--- src/rtl/board_store.sv ---
// Connect-four style board store: 6x7 grid of 2-bit cells with a drop FSM
// that scans a column bottom-up, and a column-at-a-time clear sequence.
module board_store (
    input  logic       clk,
    input  logic       rst,
    input  logic       drop_req,
    input  logic [2:0] drop_col,
    input  logic [1:0] drop_player,
    input  logic       clear_req,
    output logic       busy,
    output logic       drop_done,
    output logic       drop_ok,
    output logic [2:0] drop_row,
    input  logic [2:0] d_r_row,
    input  logic [2:0] d_r_col,
    input  logic       read_board,
    output logic [1:0] piece_data,
    output logic [6:0] col_full,
    output logic       board_full
);
    typedef enum logic [2:0] {S_IDLE, S_SCAN, S_WRITE, S_DONE, S_CLEAR} state_t;

    state_t                 state_q;
    logic [5:0][6:0][1:0]   board_q;   // [row][col], row 0 = bottom
    logic [2:0]             row_q;
    logic [2:0]             col_q;
    logic [1:0]             player_q;
    logic                   done_q;
    logic                   ok_q;
    logic [2:0]             drop_row_q;

    logic req_valid;
    assign req_valid = (drop_col <= 3'd6) && (drop_player == 2'b01 || drop_player == 2'b10);

    always_ff @(posedge clk) begin
        if (rst) begin
            board_q    <= '0;
            state_q    <= S_IDLE;
            row_q      <= '0;
            col_q      <= '0;
            player_q   <= '0;
            done_q     <= 1'b0;
            ok_q       <= 1'b0;
            drop_row_q <= '0;
        end else begin
            done_q <= 1'b0;
            case (state_q)
                S_IDLE: begin
                    if (clear_req) begin
                        col_q   <= '0;
                        state_q <= S_CLEAR;
                    end else if (drop_req) begin
                        col_q    <= drop_col;
                        player_q <= drop_player;
                        row_q    <= '0;
                        if (req_valid) begin
                            state_q <= S_SCAN;
                        end else begin
                            ok_q    <= 1'b0;
                            done_q  <= 1'b1;
                            state_q <= S_DONE;
                        end
                    end
                end
                S_SCAN: begin
                    if (board_q[row_q][col_q] == 2'b00) begin
                        state_q <= S_WRITE;
                    end else if (row_q < 3'd5) begin
                        row_q <= row_q + 3'd1;
                    end else begin
                        ok_q    <= 1'b0;
                        done_q  <= 1'b1;
                        state_q <= S_DONE;
                    end
                end
                S_WRITE: begin
                    board_q[row_q][col_q] <= player_q;
                    drop_row_q <= row_q;
                    ok_q       <= 1'b1;
                    done_q     <= 1'b1;
                    state_q    <= S_DONE;
                end
                S_DONE: state_q <= S_IDLE;
                S_CLEAR: begin
                    for (int r = 0; r < 6; r++) board_q[r][col_q] <= 2'b00;
                    if (col_q == 3'd6) state_q <= S_IDLE;
                    else               col_q   <= col_q + 3'd1;
                end
                default: state_q <= S_IDLE;
            endcase
        end
    end

    assign busy      = (state_q != S_IDLE);
    assign drop_done = done_q;
    assign drop_ok   = ok_q;
    assign drop_row  = drop_row_q;

    // Reads see the registered board, so a same-cycle write returns the old value.
    always_comb begin
        piece_data = 2'b00;
        if (read_board && d_r_row <= 3'd5 && d_r_col <= 3'd6)
            piece_data = board_q[d_r_row][d_r_col];
    end

    always_comb begin
        for (int c = 0; c < 7; c++) col_full[c] = (board_q[5][c] != 2'b00);
    end
    assign board_full = &col_full;
endmodule

--- config.mk ---
export PLATFORM = sky130hd
export DESIGN_NAME = board_store
export DESIGN_NICKNAME = d
export VERILOG_FILES = /design/src/rtl/board_store.sv
export SDC_FILE = /design/constraint.sdc
export NUM_CORES = 1
export LEC_CHECK = 0
export ABC_AREA = 1
export CAP_MARGIN = 10
export CELL_PAD_IN_SITES_DETAIL_PLACEMENT = 0
export CELL_PAD_IN_SITES_GLOBAL_PLACEMENT = 1
export CORE_MARGIN = 5
export CORE_UTILIZATION = 39
export CTS_BUF_LIST = sky130_fd_sc_hd__clkbuf_16
export DETAILED_ROUTE_END_ITERATION = 7
export GPL_TIMING_DRIVEN = 0
export PLACE_DENSITY = 0.83
export SLEW_MARGIN = 30
export SYNTH_ARGS = -nofsm -noshare
export SYNTH_HDL_FRONTEND = slang
export SYNTH_SLANG_ARGS = --single-unit
--- constraint.sdc ---
create_clock -name clk -period 3.8 [get_ports clk]
set_clock_uncertainty 0.1 [all_clocks]
set_input_delay 0.38 -clock clk [delete_from_list [all_inputs] [get_ports clk]]
set_output_delay 0.38 -clock clk [all_outputs]
set_load 0.02 [all_outputs]
# Word level (Yosys, flattened, before mapping)
# Cells that the tools add are included.
dict set report totals {
  wordCells 154
  inputBits 16
  regBits 100
}
dict set report op_classes {
  n_reduce_logical 26
  n_addsub 2
  muxes 43
  eq_ne 16
  order_cmp 10
  n_bitwise 8
}
# op n
set op_table {}
lappend op_table {{84-bit one-hot mux with 2 select lines} 1}
lappend op_table {{14-bit bitwise AND} 6}
lappend op_table {{14-bit binary-select mux with 3-bit select} 2}
lappend op_table {{84-bit bitwise mux} 1}
lappend op_table {{14-bit demux with 3-bit select} 1}
lappend op_table {{14-bit two-way mux} 3}
lappend op_table {{3-bit two-way mux} 12}
lappend op_table {{2-bit nonzero test} 10}
lappend op_table {{3-bit by 4-bit < comparator with 1-bit output, second input constant} 4}
lappend op_table {{2-bit != test, second input constant} 8}
lappend op_table {{14-bit NOT} 1}
lappend op_table {{2-bit binary-select mux with 3-bit select} 2}
lappend op_table {{3-bit one-hot mux with 2 select lines} 2}
lappend op_table {{3-bit one-hot mux with 4 select lines} 1}
lappend op_table {{1-bit two-way mux} 10}
lappend op_table {{2-bit two-way mux} 5}
lappend op_table {{3-bit less-or-equal comparator, second input constant} 3}
lappend op_table {{3-bit AND reduction} 3}
lappend op_table {{7-bit AND reduction} 1}
lappend op_table {{3-bit by 1-bit adder with 3-bit output, second input constant} 2}
lappend op_table {{2-bit demux with 3-bit select} 1}
lappend op_table {{3-bit equality test, second input constant} 2}
lappend op_table {{3-bit by 1-bit greater-or-equal comparator with 1-bit output, second input constant} 2}
lappend op_table {{3-bit != test, second input constant} 2}
lappend op_table {{other kinds (14)} 20}

# Logic depth before layout (Yosys ltp)
# Gate-level depths: netlist of the first run.
dict set report depth {
  ltp_word 8
  depth_mapped 17
  depth_no_buf 15
}

# Worst setup path before layout of the first run
# No wires, ideal clock.
dict set report synth_path {
  kind {input to output}
  startpoint {input d_r_row[0]}
  endpoint {output piece_data[1]}
  slack_ns 1.553
  path_buffers 2
  cell_stages 8
  arrival_time_ns 1.767
  path_cell_list {buf_2 > buf_2 > o211ai_1 > a21oi_1 > or2_2 > o21ai_0 > nand4_1 > a21oi_1}
}
dict set report synth_via {
  elab_chain_len 5
  elab_cells_between_ends 8
  cone_classes {order compare: 1; mux: 5; reduce/logical: 2}
}
# element line
set synth_rtl {}
lappend synth_rtl {{from (decl)} 14} ;# input logic [2:0] d_r_row,
lappend synth_rtl {{14-bit binary-select mux with 3-bit select} 103} ;# piece_data = board_q[d_r_row][d_r_col];
lappend synth_rtl {{14-bit two-way mux (implied by the code)} 103}
lappend synth_rtl {{2-bit binary-select mux with 3-bit select} 103}
lappend synth_rtl {{2-bit two-way mux (implied by the code)} 103}
lappend synth_rtl {{2-bit two-way mux *} 102} ;# if (read_board && d_r_row <= 3'd5 && d_r_col <= 3'd6)
lappend synth_rtl {{to (decl)} 17} ;# output logic [1:0] piece_data,
# Every way passes the cells marked *; elsewhere a longest branch is shown, timed or not. The select of a mux whose other input is x is not followed.

# Worst setup path in the final report of the first run
dict set report layout_path {
  startpoint {input d_r_col[0]}
  endpoint {output piece_data[1]}
}
dict set report layout_via {
  elab_chain_len 3
  elab_cells_between_ends 5
  cone_classes {order compare: 1; mux: 3; reduce/logical: 1}
}
# element line
set layout_rtl {}
lappend layout_rtl {{from (decl)} 15} ;# input logic [2:0] d_r_col,
lappend layout_rtl {{2-bit binary-select mux with 3-bit select or 3-bit less-or-equal comparator (tied branches)} {103, 102}}
lappend layout_rtl {{2-bit two-way mux (implied by the code) or 1-bit logical AND (tied branches)} {103, 102}}
lappend layout_rtl {{2-bit two-way mux *} 102}
# Marks and branches as above.

==> metrics.txt, run 1 <==
RSZ-0062 raised after global routing=false; Synth top cells by count=254 x nand2_1, 153 x nand3_1, 117 x a21oi_1; hold crit path type=reg -> reg; Largest delay share family, worst path=buffers and inverters; clk_lat worst skew=0.37 ns; ys flop type=dfxtp_1; sequential cell area=0.00200 mm²; Final Hold Viols=0; final worst-path cycle share=94.7%; Slowest-stage cell, CP=clkdlybuf4s50_1; Worst Path Buf+Inv=4; Worst Hold Path Cells=2; Post-CTS Resized=0; crit path launch=d_r_col[0]; Pleak=0.00260 µW; asr flop ratio synth=0%; Crit Reg-Reg Endpoint=board_q[64]; CP cell instances=clkdlybuf4s50_1 -> inv_1 -> clkbuf_1 -> a21oi_1 -> or2_2 -> o21ai_0 -> nand4_1 -> a21oi_1 -> clkdlybuf4s50_1; row count=46; register area share after synthesis=32.4%; # fillers=1748; Yosys reg bits=100; Synth cell types=39; Core Region=0.0157 mm²; CTS tree=built; Die H=136 µm; input/output buffers=28; pre-CTS setup slack=0.296 ns; Ports=32; syn_area_per_cell=6.14 µm²; grt total ovfl=0; Slowest Stage Delay on Critical Path=0.63 ns; critical path class=in -> out; initial antenna violation count=0; diode count=0; # nets final=1063; total number of vias=7131; DRT Wirelength=25.1 mm; area of the multi-input gates=0.00353 mm²; Max-slew headroom=37.6%; CP max FO=10; Initial DRC Count=825; Starting Density=39.3%; clock tree root buffer cell=clkbuf_16; postcts setup bufs=0; startpoint types=input pin; top-count cell post-synth=nand2_1; Critical Path RT=3.32 ns; die area=0.0184 mm²; R2R depth=9; total CTS buffers=9; VDD IR max=219 µV; CTS sink cnt=100; Setup TNS=0 ns; Final Max Tran Viols=0; Post-CTS Hold Buffers=0; clk slew on worst S/H paths=0.07 ns; Hold Crit Endpoint=board_q[27]; Layout area overhead=13.9%; PwrDens=437 mW/mm²; DRT Pass-1 Iters=5; routed vias/inst=5.64; vias in the first global route=6729; GP Congestion=0.960; status=finished, final reports clean; Critical Path Stages=9; Worst-Margin Slew=0.936 ns; overall routing resource usage=27.7%; H-tree levels=3; area leader, netlist=dfxtp_1; Power Total=3070 µW; post-DP HPWL=18.5 mm; top cell type's share of synthesized area=32.4%; signal arrival time at the worst endpoint=3.12 ns; hold path startpoint=board_q[27]; first-pass GRT wire length=38.5 mm; Wirelength per Cell=19.9 µm; fin crit period=3.60 ns; drt drc=0; share of layout cells above drive strength 1=6.67%; fmax=278 MHz; area of the mapped netlist=0.00617 mm²; reg2reg start=row_q[1]; worst setup margin=0.203 ns; Final Setup Violations=0; number of synthesized flops with an enable pin=0; max-cap viol count=0; R2R Setup Slk=1.22 ns; crit end category=output port; synth warn=0; ranking of synthesized cells by area=dfxtp_1 32%, nand2_1 15%, nand3_1 12%, a21oi_1 9.5%, nor2_1 5.9%; Detail Route Antenna Nets=0; Mapped Cells=1005; Die W=136 µm; Synth Net Count=1024; largest net degree at the start of global routing=16; Max clock buf depth=2
-- power breakdown --
part	total (µW)	internal, µW	switching (µW)
registers	1140	1090	40.7
logic	929	223	706
clock network	1010	569	438
total	3070	1890	1180
-- kinds of logic (layout without fill, tap and decap cells) --
logic type               count (synthesis)  count (layout)  share of synthesized area (%)
flip-flops                             100             100                           32.4
AO/OA/AOI/OAI                          196             196                           17.1
XOR/XNOR                                 1               1                          0.142
adder cells (fa/ha/maj)                  3               3                          0.608
buffers and inverters                  153             197                           10.4
AND/OR/NAND/NOR                        552             552                           39.3
-- worst reg2reg max path, cell delays in order (launching register included) --
cell and delay [ns]:
dfxtp_1 0.33, buf_6 0.16, inv_4 0.10, nand2_1 0.06
nor2_1 0.54, inv_2 0.27, nor4_1 0.48, nor2_1 0.10
o21ai_0 0.22, a21oi_1 0.09
-- metrics by stage --
stage / area, µm² / util, % / hold WS, ns / cells
2_1_floorplan: 6170 / - / 0.349 / 1005
3_3_place_gp: 6730 / 42.8 / 0.360 / 1249
3_5_place_dp: 6730 / 42.8 / 0.363 / 1249
4_1_cts: 7030 / 44.8 / 0.374 / 1265
5_1_grt: 7030 / 44.8 / 0.399 / 1265
6_report: 7030 / 44.8 / 0.374 / 1265
-- state kept, by name, summed over array words and instances, names as in the netlist --
name       flops
board_q       84
row_q          3
col_q          3
drop_row       3
state_q        3
player_q       2
drop_ok        1
drop_done      1
-- cell usage in the layout, fill, tap and decap left out, types with 6 or more instances in the layout --
master	Yosys	layout
o211ai_1	10	10
nand4_1	8	8
nand3_1	153	153
buf_4	7	7
nor2_1	97	97
clkbuf_16	0	9
clkbuf_1	32	32
inv_1	84	85
nor2_2	6	6
o21ai_0	48	48
dfxtp_1	100	100
a21oi_1	117	117
nor3_1	6	6
buf_2	13	13
nand2_1	254	254
nor3_2	6	6
clkdlybuf4s50_1	0	28
inv_2	9	9
-- per-layer routing --
layer / up-vias / share of wire, % / global-route usage (%)
li1: 3415 / - / -
met1: 3301 / 42 / 37.1
met2: 352 / 44 / 42.8
met3: 63 / 9.6 / 5.85
met4: 0 / 4.2 / 13.1
met5: - / 0 / 0
-- final cells by class --
type	instances	area share, %
buffer	58	4.02
clock buffer	9	3.20
clock inverter	7	1.17
inverter	95	5.14
multi-input combinational	752	50.2
sequential	100	28.5
tap	216	3.84
timing repair buffer	28	3.99
-- how the worst max path moves through the flow --
stage / slack [ns] / endpoint
after floorplan: 1.55 / piece_data[1]
after global placement: 0.28 / piece_data[1]
after detailed placement: 0.30 / piece_data[1]
after CTS: 0.27 / piece_data[1]
after global routing: 0.05 / piece_data[1]
final: 0.20 / piece_data[1]
No activity file was read; power rests on OpenSTA's default activity.
==> run 2: changes to the inputs <==
--- a/config.mk
+++ b/config.mk
@@ -8,2 +8,3 @@
 export ABC_AREA = 1
+export ABC_CLOCK_PERIOD_IN_PS = 3800
 export CAP_MARGIN = 10
@@ -15,4 +16,5 @@
 export DETAILED_ROUTE_END_ITERATION = 7
+export DONT_BUFFER_PORTS = 1
 export GPL_TIMING_DRIVEN = 0
-export PLACE_DENSITY = 0.83
+export PLACE_DENSITY = 0.8
 export SLEW_MARGIN = 30
--- a/constraint.sdc
+++ b/constraint.sdc
@@ -4,2 +4,2 @@
 set_output_delay 0.38 -clock clk [all_outputs]
-set_load 0.02 [all_outputs]
+set_load 0.05 [all_outputs]
==> metrics.txt, run 2 (synthesis gave the netlist of run 1 again) <==
RSZ-0062 raised after global routing=false; routed vias/inst=5.66; Worst-Margin Slew=0.847 ns; DRT Wirelength=24.7 mm; status=finished, final reports clean; row count=46; CTS sink cnt=100; VDD IR max=269 µV; DRT Pass-1 Iters=6; vias in the first global route=6307; CP cell instances=buf_2 -> inv_2 -> clkbuf_1 -> nand2_1 -> nand3_1 -> a21oi_1 -> o31ai_1 -> nand4_1 -> a21oi_2; CTS tree=built; grt total ovfl=0; Ports=32; Final Max Tran Viols=0; Post-CTS Resized=0; commonest cells after routing, fill and taps aside=254 x nand2_1, 153 x nand3_1, 115 x a21oi_1; critical path class=in -> out; Final Setup Violations=0; clock tree root buffer cell=clkbuf_16; hold_ws=0.0471 ns; Setup TNS=0 ns; design area=0.00673 mm²; postcts setup bufs=0; Biggest register=board_q; Slowest-stage cell, CP=a21oi_2; share of layout cells above drive strength 1=7.44%; # nets final=1036; Starting Density=39.3%; max-cap viol count=0; Wirelength per Cell=20.0 µm; first-pass GRT wire length=37.3 mm; drt drc=0; total number of vias=7010; Core Region=0.0157 mm²; GP Congestion=0.961; area of placed instances=0.00647 mm²; startpoint types=input pin; input/output buffers=0; initial antenna violation count=0; post-DP HPWL=18.3 mm; fmax=325 MHz; hold crit path type=in -> reg; Pleak=0.00249 µW; Die W=136 µm; Layout area overhead=9.06%; Initial DRC Count=882; Worst Path Buf+Inv=3; clk slew on worst S/H paths=0.08 ns; number of flip-flops in the largest register=84; PwrDens=436 mW/mm²; signal arrival time at the worst endpoint=2.59 ns; commonest non-fill, non-tap cell in the layout=nand2_1; Max clock buf depth=2; H-tree levels=3; Slowest Stage Delay on Critical Path=0.56 ns; Largest delay share family, worst path=compound AO/OA/AOI/OAI gates; crit end category=output port; fin crit period=3.07 ns; overall routing resource usage=26.9%; clk_lat worst skew=0.37 ns; CP max FO=10; # fillers=1742; Max-slew headroom=43.5%; Post-CTS Hold Buffers=0; die area=0.0184 mm²; final worst-path cycle share=80.9%; largest net degree at the start of global routing=17; Final Hold Viols=0; Detail Route Antenna Nets=0; total CTS buffers=9; diode count=0; Critical Path RT=3.32 ns; Die H=136 µm
==> run 2: cell type report <==
type	count	area (µm²)	area share, %
well taps	216	270	4.01
repair buffers	1	7.51	0.111
clock inverters	7	42.5	0.632
plain buffers	58	283	4.20
multi-input cells	752	3540	52.6
flip-flops and latches	100	2000	29.7
inverters	95	362	5.37
clock buffers	9	225	3.34
==> run 2: report_power, final <==
| group | total, µW | switching, µW | internal [µW] | leakage [µW] |
|---|---|---|---|---|
| logic | 857 | 686 | 171 | 0.00154 |
| registers | 1190 | 98.7 | 1090 | 0.000807 |
| clock network | 887 | 446 | 442 | 0.000134 |
==> run 2: per-stage QoR <==
| step | util [%] | setup slack (ns) | total power, µW | cells |
|---|---|---|---|---|
| final | 42.9 | 0.725 | 2940 | 1238 |
| after global routing | 42.9 | 0.656 | 3060 | 1238 |
| after global placement | 41.0 | 0.535 | 2050 | 1221 |
| after floorplan | - | 0.977 | 1770 | 1005 |
| after detailed placement | 41.2 | 0.804 | 2050 | 1222 |
| after CTS | 42.9 | 0.794 | 2920 | 1238 |
==> run 2: worst paths after layout <==
check | from | endpoint | slack [ns] | cells past startpoint
max | d_r_row[0] | piece_data[0] | 0.73 | 9
min | drop_player[0] | player_q[0] | 0.05 | 2
max reg2reg | row_q[0] | board_q[50] | 1.32 | 7
min reg2reg | board_q[26] | board_q[26] | 0.38 | 2
==> run 2: layer usage <==
metal  routed length [µm]  vias to the layer above  track usage, %
met5                    0                        -               0
met1                10500                     3275            36.6
met2                11200                      329            42.5
met4                  900                        0            10.2
li1                     -                     3349               -
met3                 2090                       57            5.11
==> run 2: worst register-to-register path: stages, from the launching register on <==
cell      delay [ns]
dfxtp_1         0.35
buf_4           0.16
clkbuf_1        0.61
nand2_2         0.29
nor4_1          0.46
nor2_1          0.09
o21ai_0         0.18
a21oi_1         0.08
==> run 3: changes to the inputs <==
- ABC_CLOCK_PERIOD_IN_PS: 3800 -> 2840
- clock period: 3.8 -> 2.84 ns (I/O delays scaled with it)
==> metrics.txt, run 3 (synthesis gave the netlist of run 1 again) <==
initial antenna violation count=0; vias in the first global route=6312; total CTS buffers=9; crit end category=output port; reg2reg start=row_q[0]; first-pass GRT wire length=37.3 mm; hold crit path type=in -> reg; grt total ovfl=0; Power Total=3930 µW; hold_ws=0.0829 ns; H-tree levels=3; row count=46; fin crit period=2.78 ns; final core occ=43.1%; fmax=360 MHz; signal arrival time at the worst endpoint=2.40 ns; share of layout cells above drive strength 1=7.41%; Final Hold Viols=0; clk slew on worst S/H paths=0.07 ns; Crit Reg-Reg Endpoint=board_q[50]; overall routing resource usage=27.0%; total number of vias=7013; commonest non-fill, non-tap cell in the layout=nand2_1; CTS sink cnt=100; critical path class=in -> out; input/output buffers=0; status=finished, final reports clean; Pleak=0.00250 µW; Detail Route Antenna Nets=0; final worst-path cycle share=97.9%; DRT Wirelength=24.7 mm; postcts setup bufs=0; drt drc=0; commonest cells after routing, fill and taps aside=254 x nand2_1, 153 x nand3_1, 115 x a21oi_1; dpl cells=1222; CTS tree=built; global route hottest layer=met2; RSZ-0062 raised after global routing=false; R2R depth=7; Final Max Tran Viols=0; grt met2 use=42.6%; Die H=136 µm; R2R Setup Slk=0.40 ns; die area=0.0184 mm²; Core Region=0.0157 mm²; routed vias/inst=5.65; Final Setup Violations=0; Ports=32; Initial DRC Count=872; met1 usage=36.6%; Max clock buf depth=2; max-cap viol count=0; clk_lat worst skew=0.37 ns; CP max FO=10; GP Congestion=0.961; post-DP HPWL=18.3 mm; clock tree root buffer cell=clkbuf_16; met3 Resource Use GR=5.11%; Die W=136 µm; diode count=0; CP endpoint=piece_data[0]; Layout area overhead=9.79%; Max-slew headroom=31.6%; Worst-Margin Slew=1.01 ns; startpoint types=input pin; Starting Density=39.3%; # nets final=1039; DRT Pass-1 Iters=7; Critical Path RT=2.46 ns; Biggest register=board_q; Wirelength per Cell=19.9 µm; largest net degree at the start of global routing=17; VDD IR max=359 µV; number of flip-flops in the largest register=84; post-route insts no fill=1241; PwrDens=580 mW/mm²; crit path launch=d_r_row[0]; # fillers=1735
## run 3: cell types whose count changed in the layout (fill, tap and decap cells not counted), sizes merged
cell         delta
dlygate4sd3     +3
## run 3: layer usage
metal	part of all wire (%)	vias up
met5	0	-
met4	3.6	0
met3	9.1	55
met2	46	319
met1	42	3281
li1	-	3358
## run 3: worst max-delay path, stage by stage
cell and delay [ns]:
buf_2 0.15, inv_2 0.17, clkbuf_1 0.47, nand2_1 0.09, nand3_1 0.10, a21oi_1 0.13, o31ai_1 0.39, nand4_1 0.22
a21oi_4 0.39
## run 3: stage by stage
step / TNS [ns] / area (µm²) / setup WS, ns
after detailed placement: 0 / 6470 / 0.0359
after global placement: -0.527 / 6440 / -0.233
after global routing: 0 / 6780 / 0.0182
final: 0 / 6780 / 0.0590
after CTS: 0 / 6760 / 0.0255
after floorplan: 0 / 6170 / 0.113
## run 3: layout make-up
class                   count  area (µm²)  share of cell area, %
plain buffers              58         283                   4.17
clock buffers               9         225                   3.32
clock inverters             7        42.5                  0.628
inverters                  95         362                   5.33
multi-input cells         752        3560                   52.5
flip-flops and latches    100        2000                   29.5
well taps                 216         270                   3.99
repair buffers              4        37.5                  0.554
## run 3: where the power goes
part,switching (µW),total [µW],leakage [µW],internal [µW]
Combinational,916,1150,0.00156,233
Clock,595,1190,0.000134,591
Sequential,132,1600,0.000807,1460
## run 3: worst min-delay path by stage
stage,startpoint,end,slack [ns],cells after the start
floorplan,drop_player[0],player_q[0],0.32,2
global route,rst,state_q[0],0.09,3
CTS,rst,state_q[0],0.07,3
global placement,drop_player[0],player_q[0],0.33,2
finish,rst,state_q[0],0.08,3
detailed placement,drop_player[0],player_q[0],0.33,2
## run 3: timing repair
action                                 in CTS  in global routing
setup endpoints to repair                   0                  2
gates resized for setup                     0                  2
endpoints found under the hold margin       3                  0
hold buffers                                3                  0
